File: src/rtl/instruction_fetch_unit.sv
// Fetch stage: owns the PC, drives the synchronous instruction memory and queues
// returned words with their addresses for decode through a valid/ready handshake.
module instruction_fetch_unit #(
  parameter logic [31:0] RESET_PC = 32'h0000_0000,
  parameter int          DEPTH    = 4
) (
  input  logic                     clk,
  input  logic                     reset,
  input  logic                     branch_taken,
  input  logic [31:0]              branch_target,
  output logic                     imem_req,
  output logic [31:0]              imem_addr,
  input  logic [31:0]              imem_rdata,
  output logic                     instr_valid,
  input  logic                     instr_ready,
  output logic [31:0]              instr,
  output logic [31:0]              instr_pc,
  output logic [31:0]              r15,
  output logic [$clog2(DEPTH):0]   fifo_count
);

  localparam int PW = $clog2(DEPTH);
  localparam int CW = PW + 1;

  logic [31:0]   fetch_pc_q, fetch_pc_d;
  logic          inflight_q, inflight_d;
  logic [31:0]   req_pc_q;
  logic [PW-1:0] rd_ptr_q, rd_ptr_d;
  logic [PW-1:0] wr_ptr_q, wr_ptr_d;
  logic [CW-1:0] count_q, count_d;
  logic [31:0]   instr_mem_q [DEPTH];
  logic [31:0]   pc_mem_q    [DEPTH];

  logic [CW:0]   occupancy;
  logic          push;
  logic          pop;
  logic          unused_target_bits;

  assign unused_target_bits = ^branch_target[1:0];

  always_comb begin
    occupancy   = {1'b0, count_q} + {{CW{1'b0}}, inflight_q};
    imem_req    = !reset && !branch_taken && (occupancy < (CW+1)'(DEPTH));
    imem_addr   = fetch_pc_q;
    instr_valid = (count_q != '0);
    push        = inflight_q && !branch_taken;
    pop         = instr_valid && instr_ready;
    fifo_count  = count_q;

    instr    = '0;
    instr_pc = '0;
    if (instr_valid) begin
      instr    = instr_mem_q[rd_ptr_q];
      instr_pc = pc_mem_q[rd_ptr_q];
    end
    r15 = instr_pc + 32'd8;
  end

  always_comb begin
    fetch_pc_d = fetch_pc_q;
    inflight_d = imem_req;
    rd_ptr_d   = rd_ptr_q;
    wr_ptr_d   = wr_ptr_q;
    count_d    = count_q;
    // A redirect flushes the queue and drops the response arriving this cycle;
    // a pop in the same cycle has already been handed to decode.
    if (branch_taken) begin
      fetch_pc_d = {branch_target[31:2], 2'b00};
      rd_ptr_d   = '0;
      wr_ptr_d   = '0;
      count_d    = '0;
    end else begin
      if (imem_req) fetch_pc_d = fetch_pc_q + 32'd4;
      wr_ptr_d = wr_ptr_q + PW'(push);
      rd_ptr_d = rd_ptr_q + PW'(pop);
      count_d  = count_q + CW'(push) - CW'(pop);
    end
  end

  always_ff @(posedge clk) begin
    if (reset) begin
      fetch_pc_q <= RESET_PC;
      inflight_q <= 1'b0;
      rd_ptr_q   <= '0;
      wr_ptr_q   <= '0;
      count_q    <= '0;
    end else begin
      fetch_pc_q <= fetch_pc_d;
      inflight_q <= inflight_d;
      rd_ptr_q   <= rd_ptr_d;
      wr_ptr_q   <= wr_ptr_d;
      count_q    <= count_d;
    end
  end

  // Queue storage carries no reset; occupancy alone decides what is visible.
  always_ff @(posedge clk) begin
    req_pc_q <= imem_addr;
    if (push) begin
      instr_mem_q[wr_ptr_q] <= imem_rdata;
      pc_mem_q[wr_ptr_q]    <= req_pc_q;
    end
  end

  a_no_overflow: assert property (@(posedge clk) disable iff (reset)
    !(push && count_q == CW'(DEPTH)));

endmodule

File: config.mk
export PLATFORM = sky130hd
export DESIGN_NAME = instruction_fetch_unit
export DESIGN_NICKNAME = d
export VERILOG_FILES = /design/src/rtl/instruction_fetch_unit.sv
export SDC_FILE = /design/constraint.sdc
export NUM_CORES = 1
export LEC_CHECK = 0
export CAP_MARGIN = 20
export CORE_MARGIN = 3
export CORE_UTILIZATION = 54
export CTS_CLUSTER_SIZE = 16
export DETAILED_ROUTE_END_ITERATION = 7
export PLACE_DENSITY = 0.83
export SLEW_MARGIN = 15
export SYNTH_ARGS = -nofsm -noshare
export SYNTH_HDL_FRONTEND = slang
export SYNTH_SLANG_ARGS = --single-unit
File: constraint.sdc
create_clock -name clk -period 6.2 [get_ports clk]
set_input_delay 0.62 -clock clk [delete_from_list [all_inputs] [get_ports clk]]
set_output_delay 0.62 -clock clk [all_outputs]
set_load 0.05 [all_outputs]
==> impl_results.md, run 1 <==
- Tmin final: around 5.3 ns
- Routed Antenna Nets: 0
- Power density over the cells: 284 nW/um^2
- Top_reg_cell synth: edfxtp_1
- Hold_buf cts: 0
- Hold Path Stages: 0
- Clk root buf: clkbuf_16
- Worst vdd rail ir drop: 0.210 mV
- Post-CTS setup repair buffer count: 0
- Reg2Reg Depth: 10
- Setup TNS: 0 ns
- Cts repair resizes: 0
- Worst r2r src: fifo_count[1]
- Most common cell after layout, fill and taps aside: edfxtp_1
- Critical Path AT: 4.63 ns
- NumNets Final: 1090
- Die Y: 161 um
- Cell row count: 56
- Clock net sink count: 316
- Slew Viols, Final: 0
- Most frequent cells in the layout: 248 x edfxtp_1, 192 x clkdlybuf4s50_1, 68 x nand2_1
- Total CTS buffers: 30
- Per-cell routed wire length: between 20 and 25 um
- Post-synthesis async set-or-reset flop share: 0%
- CTS tree: done
- Post-synthesis cell count: 815
- Fin crit share: 84.7%
- Initial Utilization: 55.2%
- Min-delay worst type: flop to flop
- Grt total ovfl: 0
- Worst Path Class, Setup: flop to output pin
- Reg clk slew, reported paths: 0.06 ns
- Sequential area share after synthesis: 67.8%
- Status: completed
- Cell area after synthesis: 13000 um^2
- Total core area: 23500 um^2
- PortBufs: ~190
- Max Cap Viol: 0
- Flops & latches, synth: 316
- Clock latency on the worst-skew pair: 0.54 ns
- Mean cell area of the mapped netlist: 15.9 um^2
- Final Total Pwr: 4600 uW
- Hold wc startpoint: imem_addr[23]
- F_max: 190 MHz
- Post-synth EDFFs: 248
- Synth cell types: a little over 60
- Worst hold slack: 0.402 ns
- RSZ-0062 raised after global routing: no
- Setup Viol. Count Final: 0
- DP HPWL: 18500 um
- Num ports: 201
- First-pass GRT wire length: around 44000 um
- Reg2reg setup slack: approximately 2.8 ns
- CTS H-tree depth: 1
- Largest net degree at the start of global routing: 43
- CP Capture Type: output pin
- Worst relative slew slack: approximately a third
- Crit-path max FO: 31
- Vias: about 7800
- Startpoint types: flop
- Final Skew: 0.0191 ns
- Slew @ Worst Pin: 0.982 ns
- DR DRC count: 0
- Share of layout cells above drive strength 1: roughly 14%
- Vias/cell: 5.71
- Static Leak: 0.00544 uW
- Routed Wire Length: 28400 um
- GRT Total Usage: 21.8%
- Synth Warn #: 0
- CP Data Required Time: 5.58 ns
- Placer congestion estimate: a little under 0.9
- Endpoints failing hold: 0
- Reg-to-Reg End: fifo_count[2]
- Antenna violations before repair: 1
- Hold endpoint: req_pc_q[23]
- Die ar.: 26000 um^2
- Vias in the first global route: between 7000 and 8000
- Die X: 161 um
- Final core utilization: 69.0%
- Layout area overhead: 24.9%
- Longest Clk Path Bufs: 3
- DRT iter0 DRCs: between 600 and 700
- Drt first pass iters: 5
layer usage:
layer  GRT usage, %  wire length [um]
met4           6.06               682
met3           4.26              2190
met5              0                 0
met1           30.2             11600
met2           36.0             13900
worst max-delay path, stage by stage, from the launching register on:
cell	delay [ns]
dfxtp_1	0.34
or2_2	0.33
nor2_1	0.75
inv_2	0.45
nand2_1	0.32
inv_1	0.09
ha_1	0.26
nand2_1	0.12
nor3_4	0.09
nor4b_1	0.17
and3_1	0.19
xnor2_1	0.13
clkdlybuf4s50_1	0.85
per-stage QoR:
stage	instances	setup slack, ns	cell area [um^2]
2_1_floorplan	820	0.435	13000
3_3_place_gp	1303	1.73	15200
5_1_grt	1360	0.717	16200
3_5_place_dp	1303	1.62	15200
6_report	1360	0.946	16200
4_1_cts	1359	1.07	16200
flip-flops by register name, indices dropped and copies added, names as in the netlist:
| signal | count |
|---|---|
| imem_addr | 30 |
| inflight_q | 1 |
| wr_ptr_q | 2 |
| pc_mem_q | 120 |
| instr_mem_q | 128 |
| rd_ptr_q | 2 |
| fifo_count | 3 |
| req_pc_q | 30 |
synthesized netlist by cell type (all sizes together), types with 8 or more instances:
| library cell | instances | area [um^2] |
|---|---|---|
| clkbuf | 20 | 75.1 |
| xnor2 | 27 | 236 |
| nand4 | 10 | 92.6 |
| nand2 | 68 | 255 |
| and3 | 8 | 50.1 |
| dfxtp | 68 | 1360 |
| nor4 | 9 | 105 |
| xor2 | 16 | 140 |
| edfxtp | 248 | 7450 |
| nand3 | 18 | 103 |
| mux4 | 63 | 1470 |
| nor3 | 18 | 128 |
| inv | 24 | 90.1 |
| buf | 24 | 165 |
| and2 | 57 | 357 |
| a21oi | 29 | 149 |
| nor2 | 27 | 101 |
how the worst max path moves through the flow:
stage / startpoint / slack, ns / depth (start not counted) / end
2_1_floorplan: branch_taken / 0.44 / 4 / instr_mem_q[0][0]
3_3_place_gp: fifo_count[1] / 1.73 / 12 / r15[25]
3_5_place_dp: fifo_count[1] / 1.62 / 12 / r15[27]
4_1_cts: fifo_count[1] / 1.07 / 12 / r15[27]
5_1_grt: fifo_count[1] / 0.72 / 12 / r15[27]
6_report: fifo_count[1] / 0.95 / 12 / r15[25]
cells by family after synthesis:
family                     Yosys count  synth area share (%)
xor gates and xnor gates            43                  2.90
DFF                                316                  67.8
AOI/OAI and AO/OA                   70                  3.47
and+or+nand+nor                    243                  10.9
other                                1                0.0289
muxes                               68                  11.7
adders and majority gates            6                 0.635
buffers and inverters               68                  2.54
power breakdown:
part | internal, uW | total (uW) | switching (uW)
logic | 167 | 462 | 295
clock network | 1030 | 1770 | 743
registers | 2330 | 2370 | 45.1
total | 3520 | 4600 | 1080
cell type report:
cell class	instances	area (um^2)
clock buffers	44	916
repair buffers	208	2040
inverters	24	90.1
diodes	1	2.50
clock inverters	12	75.1
fillers	1576	7310
multi-input cells	436	3900
well taps	319	399
flip-flops and latches	316	8810
(Power assumes the default switching activity.)
==> run 2, diff against run 1 <==
- clock period: 6.2 -> 5.1 ns (I/O delays scaled with it)
==> impl_results.md, run 2 (synthesized netlist as in run 1, its figures left out) <==
- Logic pwr share: 10.1% (about the same)
- Worst vdd rail ir drop: 0.318 mV (+52%)
- NumNets Final: 1091 (+0.092%)
- Most common cell after layout, fill and taps aside: edfxtp_1
- Slew Viols, Final: 0 (unchanged)
- Total core area: 23500 um^2 (unchanged)
- F_max: 212 MHz
- CP Capture Type: output pin
- Fin crit share: 92.6%
- Reg clk slew, reported paths: 0.07 ns (about the same)
- Power density over the cells: 345 nW/um^2 (+22%)
- Placer congestion estimate: 0.888 (+2.6%)
- Critical Path AT: 4.21 ns (-0.42 ns)
- Endpoints failing hold: 0 (unchanged)
- First-pass GRT wire length: 45500 um (+2.6%)
- Cell row count: 56 (unchanged)
- Total CTS buffers: 30 (unchanged)
- Vias in the first global route: 8024 (+0.79%)
- Tmin final: about 4.7 ns
- Sw Ratio: 24.0% (+0.47 points)
- CTS H-tree depth: 1 (unchanged)
- CTS tree: done
- Die X: 161 um (unchanged)
- Biggest regs: instr_mem_q: 128 flops, pc_mem_q: 120 flops
- Setup Viol. Count Final: 0 (unchanged)
- Footprint of the multi-input gates: 3910 um^2 (+0.16%)
- Crit-path max FO: 30 (-3.2%)
- Final Skew: 0.0286 ns (+0.00953 ns)
- Hold_buf cts: 0 (unchanged)
- Status: completed
- DRT iter0 DRCs: 699 (+16%)
- CP Data Required Time: 4.59 ns (-0.99 ns)
- Longest Clk Path Bufs: 3 (unchanged)
- Num ports: 201 (unchanged)
- Routed Wire Length: 29000 um (+2.0%)
- Clock latency on the worst-skew pair: 0.56 ns (+0.02 ns)
- Largest net degree at the start of global routing: 40 (-7.0%)
- Initial Utilization: 55.2% (unchanged)
- Drt first pass iters: 5 (unchanged)
- Routed Antenna Nets: 0 (unchanged)
- Antenna violations before repair: 0 (-1)
- Die ar.: 26000 um^2 (unchanged)
- Clock share of power: 38.6% (about the same)
- Vias: 7807 (+0.61%)
- Startpoint types: flop
- Vias/cell: 5.74 (+0.61%)
- Clk root buf: clkbuf_16
- Slew @ Worst Pin: 0.949 ns (-0.0332 ns)
- Grt total ovfl: 0 (unchanged)
- Cts repair resizes: 0 (unchanged)
- Share of layout cells above drive strength 1: 13.9% (-0.30 points)
- Setup TNS: 0 ns (unchanged)
- Layout area overhead: 25.1%
- RSZ-0062 raised after global routing: no
- Largest Register: instr_mem_q
- Reg power frac: 51.3% (-0.2 points)
- Post-CTS setup repair buffer count: 0 (unchanged)
- DR DRC count: 0 (unchanged)
- Die Y: 161 um (unchanged)
- Clock net sink count: 316 (unchanged)
- Sw power: 1350 uW (+24%)
- Max Cap Viol: 0 (unchanged)
- Min-delay worst type: flop to flop
- Worst relative slew slack: 36.6% (+2.3 points)
- Most frequent cells in the layout: 248 x edfxtp_1, 192 x clkdlybuf4s50_1, 68 x nand2_1
- Static Leak: 0.00542 uW (-0.42%)
- Max reg flops: 128 (unchanged)
- DP HPWL: 18500 um (about the same)
- Power Internal: 4270 uW (+21%)
- PortBufs: 192 (unchanged)
- Fillers: 1531 (-2.9%)
- GRT Total Usage: 22.3% (+0.45 points)
- Worst Path Class, Setup: flop to output pin
- N_diodes: 0 (-1)
- Per-cell routed wire length: 21.3 um (+2.0%)
- Final core utilization: 69.1% (+0.10 points)
- Sequential cell area: 8820 um^2 (about the same)
run 2: changes by cell type in the layout (fill, tap and decap cells not counted), sizes merged:
cell | before | now
inv | 29 | 25
clkbuf | 44 | 38
buf | 16 | 17
bufinv | 0 | 1
clkinv | 7 | 12
clkinvlp | 0 | 4
diode | 1 | 0
run 2: per-layer routing:
metal	GRT usage (%)	part of all wire (%)	up-vias
met2	37.2	50	335
met1	30.8	40	3890
met4	6.69	2.4	0
met3	3.51	7.2	46
li1	-	-	3536
met5	0	0	-
run 2: critical path, cell delays in order, from the launching register on:
cell	delay, ns
dfxtp_1	0.41
or2_2	0.17
nor2_1	0.06
inv_2	0.38
nand2_1	0.26
inv_1	0.14
ha_1	0.24
nand2_1	0.11
nor3_4	0.33
nor4b_1	0.32
and4_1	0.26
xnor2_1	0.13
clkdlybuf4s50_1	0.83
run 2: cell type report:
type	instances	area share, %
clock buffers	38	5.26
clock inverters	18	0.746
inverters	24	0.554
multi-input cells	436	24.0
flip-flops and latches	316	54.2
well taps	319	2.45
repair buffers	209	12.8
run 2: metrics by stage:
stage	hold slack (ns)	setup WS, ns	cell area [um^2]	total power, uW	std cells
after global placement	0.392	1.02	15300	3490	1304
after detailed placement	0.404	0.988	15300	3500	1304
final	0.410	0.379	16300	5610	1360
after floorplan	0.438	0.131	13000	3270	820
after CTS	0.411	0.368	16300	5640	1360
after global routing	0.426	0.0586	16300	5780	1360
run 2: path summary, 6_finish.rpt:
kind | slack (ns) | cells after the start | start | to
worst max-delay path | 0.38 | 12 | fifo_count[1] | r15[27]
worst min-delay path | 0.41 | 0 | imem_addr[23] | req_pc_q[23]
worst max register to register | 2.70 | 6 | imem_addr[4] | imem_addr[31]
worst min register to register | 0.41 | 0 | imem_addr[23] | req_pc_q[23]
run 2: power groups by stage:
stage	clock network, uW	registers (uW)	logic [uW]
final	2170	2880	567
after CTS	2190	2880	569
after floorplan	0	2970	305
after global placement	0	2930	558
after detailed placement	0	2930	565
after global routing	2300	2890	593
